## config.mk

```make
export PLATFORM = sky130hd
export DESIGN_NAME = control_unit_mc_flat
export DESIGN_NICKNAME = d
export VERILOG_FILES = /design/src/rtl/control_unit_mc_pkg.sv /design/src/rtl/control_unit_mc_if.sv /design/src/rtl/control_unit_mc_decoder.sv /design/src/rtl/control_unit_mc.sv /design/src/flat_wrapper.sv
export SDC_FILE = /design/constraint.sdc
export NUM_CORES = 1
export LEC_CHECK = 0
export ABC_AREA = 1
export ABC_CLOCK_PERIOD_IN_PS = 1800
export CORE_MARGIN = 10
export CORE_UTILIZATION = 46
export CTS_BUF_LIST = sky130_fd_sc_hd__clkbuf_4 sky130_fd_sc_hd__clkbuf_8
export DETAILED_ROUTE_END_ITERATION = 8
export MAX_ROUTING_LAYER = met4
export PLACE_DENSITY = 0.87
export SYNTH_ARGS = -nofsm -noshare
export SYNTH_HDL_FRONTEND = slang
export SYNTH_SLANG_ARGS = --single-unit
```

## constraint.sdc

```tcl
create_clock -name CLK -period 1.8 [get_ports CLK]
set_clock_uncertainty 0.05 [all_clocks]
set_input_delay 0.36 -clock CLK [delete_from_list [all_inputs] [get_ports CLK]]
set_output_delay 0.36 -clock CLK [all_outputs]
set_load 0.01 [all_outputs]
```

## src/rtl/control_unit_mc_pkg.sv

```systemverilog
// Shared decode constants, control bundle type and FSM/class enums for the
// multi-cycle RV32IM decode stage.
package cu_pkg;

    localparam logic [6:0] OP_LUI    = 7'b0110111;
    localparam logic [6:0] OP_AUIPC  = 7'b0010111;
    localparam logic [6:0] OP_JAL    = 7'b1101111;
    localparam logic [6:0] OP_JALR   = 7'b1100111;
    localparam logic [6:0] OP_BRANCH = 7'b1100011;
    localparam logic [6:0] OP_LOAD   = 7'b0000011;
    localparam logic [6:0] OP_STORE  = 7'b0100011;
    localparam logic [6:0] OP_IMM    = 7'b0010011;
    localparam logic [6:0] OP_REG    = 7'b0110011;

    localparam logic [6:0] F7_BASE   = 7'b0000000;
    localparam logic [6:0] F7_ALT    = 7'b0100000;
    localparam logic [6:0] F7_MULDIV = 7'b0000001;

    localparam logic [4:0] ALU_ADD   = 5'b00000;
    localparam logic [4:0] ALU_JALR  = 5'b10001;
    localparam logic [4:0] ALU_LUI   = 5'b11000;

    localparam logic [2:0] IMM_U = 3'b000;
    localparam logic [2:0] IMM_J = 3'b001;
    localparam logic [2:0] IMM_I = 3'b010;
    localparam logic [2:0] IMM_B = 3'b011;
    localparam logic [2:0] IMM_S = 3'b100;

    localparam logic [1:0] WB_PC  = 2'b00;
    localparam logic [1:0] WB_MEM = 2'b01;
    localparam logic [1:0] WB_ALU = 2'b10;

    typedef struct packed {
        logic [4:0] alu_sel;
        logic       reg_write;
        logic [2:0] mem_write;
        logic [3:0] mem_read;
        logic [3:0] branch_ctrl;
        logic [2:0] imm_sel;
        logic       op1_sel;
        logic       op2_sel;
        logic [1:0] wb_sel;
    } ctrl_t;

    localparam ctrl_t CTRL_BUBBLE = '{
        alu_sel:     ALU_ADD,
        reg_write:   1'b0,
        mem_write:   3'b000,
        mem_read:    4'b0000,
        branch_ctrl: 4'b0000,
        imm_sel:     IMM_U,
        op1_sel:     1'b0,
        op2_sel:     1'b0,
        wb_sel:      WB_ALU
    };

    typedef enum logic [1:0] {CLS_SINGLE, CLS_MUL, CLS_DIV} op_class_e;
    typedef enum logic {ST_IDLE, ST_BUSY} state_e;

endpackage

```

## src/rtl/control_unit_mc_if.sv

```systemverilog
// IF/ID-side inputs and ID/EX control outputs of the decode stage.
interface control_unit_mc_if;
    logic [31:0] INSTRUCTION;
    logic        VALID_IN;
    logic        STALL_IN;
    logic        FLUSH;
    logic [4:0]  ALU_SELECT;
    logic        REG_WRITE_EN;
    logic [2:0]  MEM_WRITE;
    logic [3:0]  MEM_READ;
    logic [3:0]  BRANCH_CTRL;
    logic [2:0]  IMM_SELECT;
    logic        OP1_SEL;
    logic        OP2_SEL;
    logic [1:0]  WB_VALUE_SELECT;
    logic        VALID_OUT;
    logic        MDU_START;
    logic        STALL_OUT;
    logic        ILLEGAL_INSTR;

    modport master (
        output INSTRUCTION, VALID_IN, STALL_IN, FLUSH,
        input  ALU_SELECT, REG_WRITE_EN, MEM_WRITE, MEM_READ, BRANCH_CTRL,
               IMM_SELECT, OP1_SEL, OP2_SEL, WB_VALUE_SELECT, VALID_OUT,
               MDU_START, STALL_OUT, ILLEGAL_INSTR
    );

    modport slave (
        input  INSTRUCTION, VALID_IN, STALL_IN, FLUSH,
        output ALU_SELECT, REG_WRITE_EN, MEM_WRITE, MEM_READ, BRANCH_CTRL,
               IMM_SELECT, OP1_SEL, OP2_SEL, WB_VALUE_SELECT, VALID_OUT,
               MDU_START, STALL_OUT, ILLEGAL_INSTR
    );
endinterface

```

## src/rtl/control_unit_mc_decoder.sv

```systemverilog
// Combinational RV32IM decoder: control bundle, latency class and illegal flag.
// Illegal-encoding detection is built only when CU_ILLEGAL_DETECT_EN is defined.
module control_decoder
    import cu_pkg::*;
(
    input  logic [31:0] instr_i,
    output ctrl_t       ctrl_o,
    output op_class_e   class_o,
    output logic        illegal_o
);
    logic [6:0] opcode;
    logic [6:0] funct7;
    logic [2:0] funct3;
    logic       muldiv;
    logic       alt_op;
    logic       unused_fields;

    assign opcode        = instr_i[6:0];
    assign funct3        = instr_i[14:12];
    assign funct7        = instr_i[31:25];
    assign unused_fields = ^{instr_i[24:15], instr_i[11:7]};
    assign muldiv        = (opcode == OP_REG) && (funct7 == F7_MULDIV);
    // Only SUB, SRA and SRAI carry the alternate-function bit
    assign alt_op = (funct7 == F7_ALT) &&
                    (((opcode == OP_IMM) && (funct3 == 3'b101)) ||
                     ((opcode == OP_REG) && ((funct3 == 3'b000) || (funct3 == 3'b101))));

    always_comb begin
        ctrl_o           = CTRL_BUBBLE;
        ctrl_o.reg_write = 1'b1;
        ctrl_o.alu_sel   = {alt_op, 1'b0, funct3};
        class_o          = CLS_SINGLE;
        illegal_o        = 1'b0;
        case (opcode)
            OP_LUI: begin
                ctrl_o.alu_sel = ALU_LUI;
                ctrl_o.op2_sel = 1'b1;
            end
            OP_AUIPC: begin
                ctrl_o.alu_sel = ALU_ADD;
                ctrl_o.op1_sel = 1'b1;
                ctrl_o.op2_sel = 1'b1;
            end
            OP_JAL: begin
                ctrl_o.alu_sel     = ALU_ADD;
                ctrl_o.imm_sel     = IMM_J;
                ctrl_o.op1_sel     = 1'b1;
                ctrl_o.op2_sel     = 1'b1;
                ctrl_o.wb_sel      = WB_PC;
                ctrl_o.branch_ctrl = 4'b1010;
            end
            OP_JALR: begin
                ctrl_o.alu_sel     = ALU_JALR;
                ctrl_o.imm_sel     = IMM_I;
                ctrl_o.op2_sel     = 1'b1;
                ctrl_o.wb_sel      = WB_PC;
                ctrl_o.branch_ctrl = 4'b1010;
            end
            OP_BRANCH: begin
                ctrl_o.alu_sel     = ALU_ADD;
                ctrl_o.imm_sel     = IMM_B;
                ctrl_o.reg_write   = 1'b0;
                ctrl_o.branch_ctrl = {1'b1, funct3};
            end
            OP_LOAD: begin
                ctrl_o.alu_sel  = ALU_ADD;
                ctrl_o.imm_sel  = IMM_I;
                ctrl_o.op2_sel  = 1'b1;
                ctrl_o.wb_sel   = WB_MEM;
                ctrl_o.mem_read = {1'b1, funct3};
            end
            OP_STORE: begin
                ctrl_o.alu_sel   = ALU_ADD;
                ctrl_o.imm_sel   = IMM_S;
                ctrl_o.op2_sel   = 1'b1;
                ctrl_o.reg_write = 1'b0;
                ctrl_o.mem_write = {1'b1, funct3[1:0]};
            end
            OP_IMM: begin
                ctrl_o.imm_sel = IMM_I;
                ctrl_o.op2_sel = 1'b1;
            end
            OP_REG: begin
                ctrl_o.alu_sel[3] = muldiv;
                if (muldiv) begin
                    class_o = funct3[2] ? CLS_DIV : CLS_MUL;
                end
`ifdef CU_ILLEGAL_DETECT_EN
                illegal_o = !((funct7 == F7_BASE) || muldiv || alt_op);
`endif
            end
            default: begin
`ifdef CU_ILLEGAL_DETECT_EN
                illegal_o = 1'b1;
`endif
            end
        endcase
`ifdef CU_ILLEGAL_DETECT_EN
        if (illegal_o) begin
            ctrl_o  = CTRL_BUBBLE;
            class_o = CLS_SINGLE;
        end
`endif
    end

endmodule

```

## src/rtl/control_unit_mc.sv

```systemverilog
// RV32IM decode stage with registered ID/EX control and a sequencer that holds
// MUL/DIV ops for MUL_CYCLES/DIV_CYCLES. ILLEGAL_INSTR is live with CU_ILLEGAL_DETECT_EN.
module control_unit_mc
    import cu_pkg::*;
#(
    parameter int MUL_CYCLES = 1,
    parameter int DIV_CYCLES = 32
) (
    input logic              CLK,
    input logic              RESET,
    control_unit_mc_if.slave bus
);
    localparam int MAX_CYCLES = (MUL_CYCLES > DIV_CYCLES) ? MUL_CYCLES : DIV_CYCLES;
    localparam int CNT_W      = $clog2(MAX_CYCLES + 1);
    localparam logic [CNT_W-1:0] MUL_LOAD = CNT_W'(MUL_CYCLES - 1);
    localparam logic [CNT_W-1:0] DIV_LOAD = CNT_W'(DIV_CYCLES - 1);

    ctrl_t      dec_ctrl;
    op_class_e  dec_class;
    logic       dec_illegal;
    logic [CNT_W-1:0] load_cnt;
    logic       accept;

    state_e     state_q, state_d;
    logic [CNT_W-1:0] cnt_q, cnt_d;
    ctrl_t      ctrl_q, ctrl_d;
    logic       valid_q, valid_d;
    logic       start_q, start_d;
    logic       illegal_q, illegal_d;

    control_decoder u_decoder (
        .instr_i   (bus.INSTRUCTION),
        .ctrl_o    (dec_ctrl),
        .class_o   (dec_class),
        .illegal_o (dec_illegal)
    );

    always_comb begin
        case (dec_class)
            CLS_MUL: load_cnt = MUL_LOAD;
            CLS_DIV: load_cnt = DIV_LOAD;
            default: load_cnt = '0;
        endcase
    end

    // A BUSY slot whose count has run out is as ready as IDLE
    assign accept = ((state_q == ST_IDLE) || (cnt_q == '0)) && !bus.STALL_IN && !bus.FLUSH;

    always_comb begin
        state_d   = state_q;
        cnt_d     = cnt_q;
        ctrl_d    = ctrl_q;
        valid_d   = valid_q;
        start_d   = start_q;
        illegal_d = illegal_q;
        if (bus.FLUSH) begin
            state_d   = ST_IDLE;
            cnt_d     = '0;
            ctrl_d    = CTRL_BUBBLE;
            valid_d   = 1'b0;
            start_d   = 1'b0;
            illegal_d = 1'b0;
        end else if (bus.STALL_IN) begin
            // Everything frozen; a pending start pulse reappears once released
        end else if (accept) begin
            ctrl_d    = bus.VALID_IN ? dec_ctrl : CTRL_BUBBLE;
            illegal_d = bus.VALID_IN && dec_illegal;
            if (bus.VALID_IN && (load_cnt != '0)) begin
                state_d = ST_BUSY;
                cnt_d   = load_cnt;
                valid_d = 1'b0;
                start_d = 1'b1;
            end else begin
                state_d = ST_IDLE;
                cnt_d   = '0;
                valid_d = bus.VALID_IN;
                start_d = 1'b0;
            end
        end else begin
            cnt_d   = cnt_q - CNT_W'(1);
            valid_d = (cnt_q == CNT_W'(1));
            start_d = 1'b0;
        end
    end

    always_ff @(posedge CLK or posedge RESET) begin
        if (RESET) begin
            state_q   <= ST_IDLE;
            cnt_q     <= '0;
            ctrl_q    <= CTRL_BUBBLE;
            valid_q   <= 1'b0;
            start_q   <= 1'b0;
            illegal_q <= 1'b0;
        end else begin
            state_q   <= state_d;
            cnt_q     <= cnt_d;
            ctrl_q    <= ctrl_d;
            valid_q   <= valid_d;
            start_q   <= start_d;
            illegal_q <= illegal_d;
        end
    end

    assign bus.ALU_SELECT      = ctrl_q.alu_sel;
    assign bus.REG_WRITE_EN    = ctrl_q.reg_write;
    assign bus.MEM_WRITE       = ctrl_q.mem_write;
    assign bus.MEM_READ        = ctrl_q.mem_read;
    assign bus.BRANCH_CTRL     = ctrl_q.branch_ctrl;
    assign bus.IMM_SELECT      = ctrl_q.imm_sel;
    assign bus.OP1_SEL         = ctrl_q.op1_sel;
    assign bus.OP2_SEL         = ctrl_q.op2_sel;
    assign bus.WB_VALUE_SELECT = ctrl_q.wb_sel;
    assign bus.VALID_OUT       = valid_q;
    assign bus.MDU_START       = start_q && !bus.STALL_IN;
    assign bus.STALL_OUT       = bus.STALL_IN || ((state_q == ST_BUSY) && (cnt_q != '0));
    assign bus.ILLEGAL_INSTR   = illegal_q;

endmodule

```

## src/flat_wrapper.sv

```systemverilog
// flat-port wrapper written by rule: the top's interface ports become plain ports
module control_unit_mc_flat import cu_pkg::*;
#(
    parameter int MUL_CYCLES = 1,
    parameter int DIV_CYCLES = 32
)
  (CLK, RESET, bus_INSTRUCTION, bus_VALID_IN, bus_STALL_IN, bus_FLUSH, bus_ALU_SELECT, bus_REG_WRITE_EN, bus_MEM_WRITE, bus_MEM_READ, bus_BRANCH_CTRL, bus_IMM_SELECT, bus_OP1_SEL, bus_OP2_SEL, bus_WB_VALUE_SELECT, bus_VALID_OUT, bus_MDU_START, bus_STALL_OUT, bus_ILLEGAL_INSTR);
  control_unit_mc_if bus_i ();
  input logic CLK;
  input logic RESET;
  input wire logic [$bits(bus_i.INSTRUCTION)-1:0] bus_INSTRUCTION;
  input wire logic [$bits(bus_i.VALID_IN)-1:0] bus_VALID_IN;
  input wire logic [$bits(bus_i.STALL_IN)-1:0] bus_STALL_IN;
  input wire logic [$bits(bus_i.FLUSH)-1:0] bus_FLUSH;
  output wire logic [$bits(bus_i.ALU_SELECT)-1:0] bus_ALU_SELECT;
  output wire logic [$bits(bus_i.REG_WRITE_EN)-1:0] bus_REG_WRITE_EN;
  output wire logic [$bits(bus_i.MEM_WRITE)-1:0] bus_MEM_WRITE;
  output wire logic [$bits(bus_i.MEM_READ)-1:0] bus_MEM_READ;
  output wire logic [$bits(bus_i.BRANCH_CTRL)-1:0] bus_BRANCH_CTRL;
  output wire logic [$bits(bus_i.IMM_SELECT)-1:0] bus_IMM_SELECT;
  output wire logic [$bits(bus_i.OP1_SEL)-1:0] bus_OP1_SEL;
  output wire logic [$bits(bus_i.OP2_SEL)-1:0] bus_OP2_SEL;
  output wire logic [$bits(bus_i.WB_VALUE_SELECT)-1:0] bus_WB_VALUE_SELECT;
  output wire logic [$bits(bus_i.VALID_OUT)-1:0] bus_VALID_OUT;
  output wire logic [$bits(bus_i.MDU_START)-1:0] bus_MDU_START;
  output wire logic [$bits(bus_i.STALL_OUT)-1:0] bus_STALL_OUT;
  output wire logic [$bits(bus_i.ILLEGAL_INSTR)-1:0] bus_ILLEGAL_INSTR;
  assign bus_i.INSTRUCTION = bus_INSTRUCTION;
  assign bus_i.VALID_IN = bus_VALID_IN;
  assign bus_i.STALL_IN = bus_STALL_IN;
  assign bus_i.FLUSH = bus_FLUSH;
  assign bus_ALU_SELECT = bus_i.ALU_SELECT;
  assign bus_REG_WRITE_EN = bus_i.REG_WRITE_EN;
  assign bus_MEM_WRITE = bus_i.MEM_WRITE;
  assign bus_MEM_READ = bus_i.MEM_READ;
  assign bus_BRANCH_CTRL = bus_i.BRANCH_CTRL;
  assign bus_IMM_SELECT = bus_i.IMM_SELECT;
  assign bus_OP1_SEL = bus_i.OP1_SEL;
  assign bus_OP2_SEL = bus_i.OP2_SEL;
  assign bus_WB_VALUE_SELECT = bus_i.WB_VALUE_SELECT;
  assign bus_VALID_OUT = bus_i.VALID_OUT;
  assign bus_MDU_START = bus_i.MDU_START;
  assign bus_STALL_OUT = bus_i.STALL_OUT;
  assign bus_ILLEGAL_INSTR = bus_i.ILLEGAL_INSTR;
  control_unit_mc #(.MUL_CYCLES(MUL_CYCLES), .DIV_CYCLES(DIV_CYCLES)) u_core (.CLK(CLK), .RESET(RESET), .bus(bus_i));
endmodule
```

### After elaboration in Yosys (flattened, before gate mapping)

Index checks and enable logic that the tools add are counted.

| storage, ports and cells | value |
|---|---|
| register bits | 34 |
| bits in latches | 0 |
| memory bits (writable) | 0 |
| memory bits (read-only) | 0 |
| input bits | 37 |
| output and inout bits | 28 |
| logic and storage cells | 97 |
| memories | 0 |

| cells by class | value |
|---|---|
| $add $sub $neg | 1 |
| multiply operators | 0 |
| div/mod/pow operators | 0 |
| order comparisons | 0 |
| equal/unequal tests | 15 |
| shift operators | 0 |
| multiplexer cells | 37 |
| bitwise gates (word level) | 1 |
| reductions and logical operators | 29 |

Operators with widths:

| cell | number |
|---|---|
| two-way mux 24 bit | 4 |
| == test 7 x 6 -> 1 bit, second input constant | 4 |
| two-way mux 6 bit | 4 |
| == test 7 bit, second input constant | 3 |
| two-way mux 1 bit | 17 |
| == test 7 x 5 -> 1 bit, second input constant | 2 |
| one-hot mux 3 bit (4 select lines) | 1 |
| nonzero test 6 bit | 2 |
| logical AND 1 bit | 9 |
| one-hot mux 4 bit (2 select lines) | 1 |
| OR reduction 2 bit | 4 |
| == test 7 x 1 -> 1 bit, second input constant | 1 |
| == test 7 x 2 -> 1 bit, second input constant | 1 |
| OR reduction 7 bit | 1 |
| == test 6 x 1 -> 1 bit, second input constant | 1 |
| zero test 6 bit | 1 |
| two-way mux 2 bit | 3 |
| one-hot mux 3 bit (2 select lines) | 1 |
| OR reduction 6 bit | 1 |
| subtractor 6 x 1 -> 6 bit, second input constant | 1 |
| two-way mux 5 bit | 1 |
| OR reduction 5 bit | 1 |
| logical OR 1 bit | 4 |
| two-way mux 4 bit | 1 |
| 12 further kinds | 14 |

### Depth between registers and ports, before layout

| depth | value |
|---|---|
| word-level depth | 12 |
| gate-level depth with buffers | 10 |
| depth with buffers taken out | 9 |

### Cells and area by module

A second synthesis with hierarchy kept.

| second synthesis, totals | value |
|---|---|
| cell total of the unflattened synthesis | 281 |
| area total of the unflattened synthesis | 2037.0 sq um |

Modules (own cells, without submodules):

| module | times used | cells each | area an instance (sq um) | seq. area each (sq um) |
|---|---|---|---|---|
| control_unit_mc | 1 | 190 | 1566.5 | 852.1 |
| control_decoder | 1 | 91 | 470.5 | 0.0 |

### Worst setup path before layout

OpenSTA, ideal clock, no wires.

| timing | value |
|---|---|
| path type | flip-flop to flip-flop |
| start | register u_core.cnt_q[0] |
| end | register u_core.cnt_q[0] |
| setup time | 126 ps |
| data arrival time | 1277 ps |
| data required time | 1624 ps |
| slack | 346 ps |
| cell stages (with the launch flop) | 11 |
| buffers on the path | 1 |
| period minus slack after synthesis | 1454 ps |
| cells stage by stage | dfrtp_1 -> inv_1 -> ha_1 -> nand3_2 -> nand2_4 -> nand2_2 -> nand2_4 -> inv_4 -> buf_6 -> nand3_1 -> nand3_1 |

| between the ends | value |
|---|---|
| word-level cells in the longest chain between the ends | 7 |
| elaborated cells between the ends (all ways) | 8 |
| classes of those cells | 1 x add/sub; 3 x mux; 4 x reduce/logical |

Ends and longest elaborated chain:

| element | line | text |
|---|---|---|
| start, declared | control_unit_mc.sv:25 | `logic [CNT_W-1:0] cnt_q, cnt_d;` |
| start signal, assigned | control_unit_mc.sv:96 | `cnt_q <= cnt_d;` |
| parallel branches: the longest is 4 deep, another holds subtractor 6 x 1 -> 6 bit | - |  |
| two-way mux 6 bit (*) | control_unit_mc.sv:65 | `end else if (accept) begin` |
| two-way mux 6 bit (*) | control_unit_mc.sv:63 | `end else if (bus.STALL_IN) begin` |
| two-way mux 6 bit (*) | control_unit_mc.sv:56 | `if (bus.FLUSH) begin` |

Every way passes the cells marked *. The select of a mux whose other input is x is not followed.
A chain may end at the register's enable or synchronous reset.

### Worst setup path in the final report

| timing | value |
|---|---|
| start | register u_core.ctrl_q (netlist bit u_core.bus.WB_VALUE_SELECT[1]) |
| end | output bus_WB_VALUE_SELECT[1] |

RTL lines:

| element | line | text |
|---|---|---|
| start, declared | control_unit_mc.sv:26 | `ctrl_t ctrl_q, ctrl_d;` |
| start signal, assigned | control_unit_mc.sv:97 | `ctrl_q <= ctrl_d;` |
| end, declared | flat_wrapper.sv:23 | `output wire logic [$bits(bus_i.WB_VALUE_SELECT)-1:0] bus_WB_VALUE_SELECT;` |

No word-level cell between the ends.

==> run_results.csv <==
group,metric,value,unit
run_status,status,"finished clean",
critical_path,critical_path_arrival,1.36,ns
clock_network,clock-sinks,31,
floorplanning,die_h,82.3,um
global_route,grt_max_degree,32,
critical_path,crit_chain,"clkdlybuf4s50_1",
critical_path,critPathLaunchType,"flop",
route,drc,0,
synth,synth.avg_cell_area,7.66,um^2
power_and_ir_drop,p_sw,403,uW
critical_path,crit_buf_inv,1,
global_route,grt_pass1_vias,1743,
final_layout,syn_to_final_growth,40.7,%
global_route,antenna_found_initial,0,
power_and_ir_drop,pwr-share-seq,0.452,
min_path,hold_class,"primary input to async pin",
clock_network,hold_buffers,0,
clock_network,clockBufferDepth,2,
placement,gp_congestion,0.899,
floorplanning,chipWidth,82.3,um
final_layout,layout-drive-gt1-share,0.195,
synth,synth_commonest_cells,"71 x nand2_1, 30 x dfrtp_1, 28 x nor2_1",
synth,synth_area_leaders,"dfrtp_1 42%, nand2_1 15%, nor2_1 5.9%",
route,post_drt_wl_per_cell,12.4,um
route,route.vias.total,1681,
critical_path,required,1.39,ns
synth,synth_area,0.00178,mm^2
power_and_ir_drop,powerDensity,640,mW/mm^2
sta,whs,0.410,ns
global_route,grt_pass1_wl,7390,um
synth,synthDistinctLibCells,30,
synth,synth_nets,273,
route,drtPass1Iterations,4,
floorplanning,start_util,0.480,
power_and_ir_drop,p_int,1.20,mW
synth,synthMuxAreaShare,0,
floorplanning,fp.coreArea,0.00372,mm^2
placement,place_inst,342,
synth,synth_top_area_share,0.421,
clock_network,cts_tree,"built",
power_and_ir_drop,p_clk_frac,0.382,
synth,ys_async_sr_fraction,1.00,
synth,synth_top_family_by_area,"simple AND/OR/NAND/NOR gates",
power_and_ir_drop,combPwrFrac,0.166,
critical_path,crit-reg2reg-launch,"u_core.cnt_q[0]",
critical_path,critPathCaptureType,"output port",
floorplanning,die_area,0.00677,mm^2
placement,place.port_buffers,48,
synth,synth_edf_count,0,
floorplanning,rows,22,
final_layout,fin_util,0.676,
power_and_ir_drop,switching_share,0.251,
critical_path,path_max_fanout,2,
power_and_ir_drop,p_leak,1.31,nW
synth,synthSimpleGateAreaFrac,0.347,
route,ant_nets,0,
sta,setup_viol,0,
critical_path,critPathTopFamily,"buffers and inverters",
synth,synth_area_leader_cell,"dfrtp_1",
synth,syn_inst,233,
synth,yosysMostFrequentCell,"nand2_1",
clock_network,htree_levels,2,
global_route,overflow,0,
power_and_ir_drop,finalPower,1.61,mW
global_route,gr-usage-all-layers,0.144,
synth,synth_ff_type,"dfrtp_1",
synth,synth_xor_area_frac,0.0196,
run,cap_violations,0,
critical_path,cp-startpoint,"u_core.bus.WB_VALUE_SELECT[1]",
clock_network,ctsRootBufferMaster,"clkbuf_8",
route,vias_per_cell,4.80,
clock_network,clk_pin_slew_worst_paths,0.06,ns
final_layout,finalNonFillerCells,350,
final_layout,antenna_cells,0,
sta,tns,0,ns
final_layout,nFillCells,304,
synth,ys_seq_elements,31,
power_and_ir_drop,max-vdd-ir-drop,333,uV
clock_network,cts_inserted_buffers,5,
sta,hold_viol,0,
synth,yosysWarningCount,0,
sta,drv_slew,0,
synth,synth_fa_ha_area_frac,0.0210,
clock_network,worstSkewPairLatency,0.29,ns
placement,dp_hpwl,3550,um
sta,timing.final.crit_share,0.983,
route,drtIter0Drc,101,
critical_path,slowest_delay,0.54,ns
floorplanning,io_pins,65,
synth,yosysSeqAreaShare,0.435,
sta,fmax,565,MHz
synth,synth-compound-area-share,0.0820,
sta,post-route-min-period,1.77,ns
critical_path,crit_slowest_cell,"clkdlybuf4s50_1",
final_layout,fin_nets,341,
critical_path,critPathKind,"flop to output port",
sta,rsz0062_at_grt,"no",
route,routed_wl,4350,um
==> worst reg2reg max path: stages, from the launching register on <==
cell and delay [ns]:
dfrtp_1 0.38, inv_1 0.08, ha_2 0.17, nand3_2 0.10, nand2_4 0.07, buf_4 0.12, nand3_4 0.06, clkinv_2 0.06
buf_4 0.16, nand2_4 0.08, o21ai_2 0.12
==> cells in the final DEF (no fill, tap or decap) <==
master	synthesis	final
ha_1	3	2
o31ai_1	3	3
ha_2	0	1
nand3_1	12	12
clkbuf_8	0	7
nand4_1	4	4
buf_2	0	1
nand2_1	71	71
o21ai_0	8	8
inv_1	20	20
a21oi_1	3	3
inv_4	1	1
dlygate4sd2_1	0	1
dfstp_2	1	1
nor3_1	1	1
o21ai_1	7	7
or2_2	1	1
nand3_2	2	2
o21ai_2	3	3
nand2_2	4	4
nand2_4	4	4
o211ai_1	1	1
inv_2	6	6
xnor2_1	2	2
clkbuf_4	0	1
buf_4	3	19
clkdlybuf4s50_1	0	46
xor2_1	2	2
nor2_1	28	28
and3_1	1	1
nand3_4	1	1
conb_1	1	1
clkinv_2	1	1
nor2_2	6	6
dfrtp_1	30	30
==> power groups by stage <==
stage          sequential, mW  combinational (mW)  clock (mW)
2_1_floorplan           0.741               0.147           0
3_3_place_gp            0.738               0.260           0
3_5_place_dp            0.739               0.268           0
4_1_cts                 0.726               0.270       0.622
5_1_grt                 0.728               0.298       0.654
6_report                0.726               0.267       0.613
==> through the flow <==
step | setup WS, ns | instance area, um^2
after floorplan | 0.346 | 1780
after global placement | -0.182 | 2410
after CTS | 0.00142 | 2510
after detailed placement | -0.193 | 2410
final | 0.0308 | 2510
after global routing | 0.00802 | 2510
==> sequential cells by signal, indices dropped and copies added, names as in the netlist <==
name and count:
u_core.bus.ALU_SELECT 5, u_core.bus.BRANCH_CTRL 4, u_core.bus.IMM_SELECT 2, u_core.bus.MEM_READ 3, u_core.bus.MEM_WRITE 3, u_core.bus.OP1_SEL 1
u_core.bus.OP2_SEL 1, u_core.bus.REG_WRITE_EN 1, u_core.bus.VALID_OUT 1, u_core.bus.WB_VALUE_SELECT 2, u_core.cnt_q 6, u_core.start_q 1
u_core.state_q 1
==> area by class of cell <==
class	instances	area, um^2	share of cell area
Multi-Input combinational cell	168	845	0.336
Tap cell	48	60.1	0.0239
Inverter	28	109	0.0433
Sequential cell	31	777	0.309
Timing Repair Buffer	67	617	0.246
Clock buffer	8	104	0.0414
==> logic make-up after synthesis <==
| family | count (synthesis) |
|---|---|
| adder cells (fa/ha/maj) | 3 |
| XOR/XNOR | 4 |
| flip-flops | 31 |
| AND/OR/NAND/NOR | 135 |
| buffers and inverters | 34 |
| other | 1 |
| AO/OA/AOI/OAI | 25 |
==> path summary, 6_finish.rpt <==
check                                                 to  slack, ns  cells after the start
max in group asynchronous  u_core.bus.WB_VALUE_SELECT[1]       0.98                      3
hold / removal                   u_core.bus.MEM_WRITE[1]       0.41                      3
setup reg to reg                  u_core.bus.MEM_READ[0]       0.27                     10
hold reg to reg                u_core.bus.BRANCH_CTRL[2]       0.43                      2
min in group CLK               u_core.bus.BRANCH_CTRL[2]       0.43                      2
setup / recovery                  bus_WB_VALUE_SELECT[1]       0.03                      1
==> metal layers <==
metal  part of all wire  global-route usage  vias to the layer above
met3              0.060              0.0356                        8
li1                   -                   -                      860
met4              0.017              0.0629                        0
met1               0.40               0.151                      771
met2               0.52               0.250                       42
met5                  0                   -                        -
==> repair_timing <==
item | CTS | global route
cloned | 0 | 0
endpoints found under the hold margin | 0 | 0
setup buffers | 0 | 0
endpoints found under the setup margin | 2 | 1
resized for setup | 4 | 2
Power figures use the tool's default switching activity.
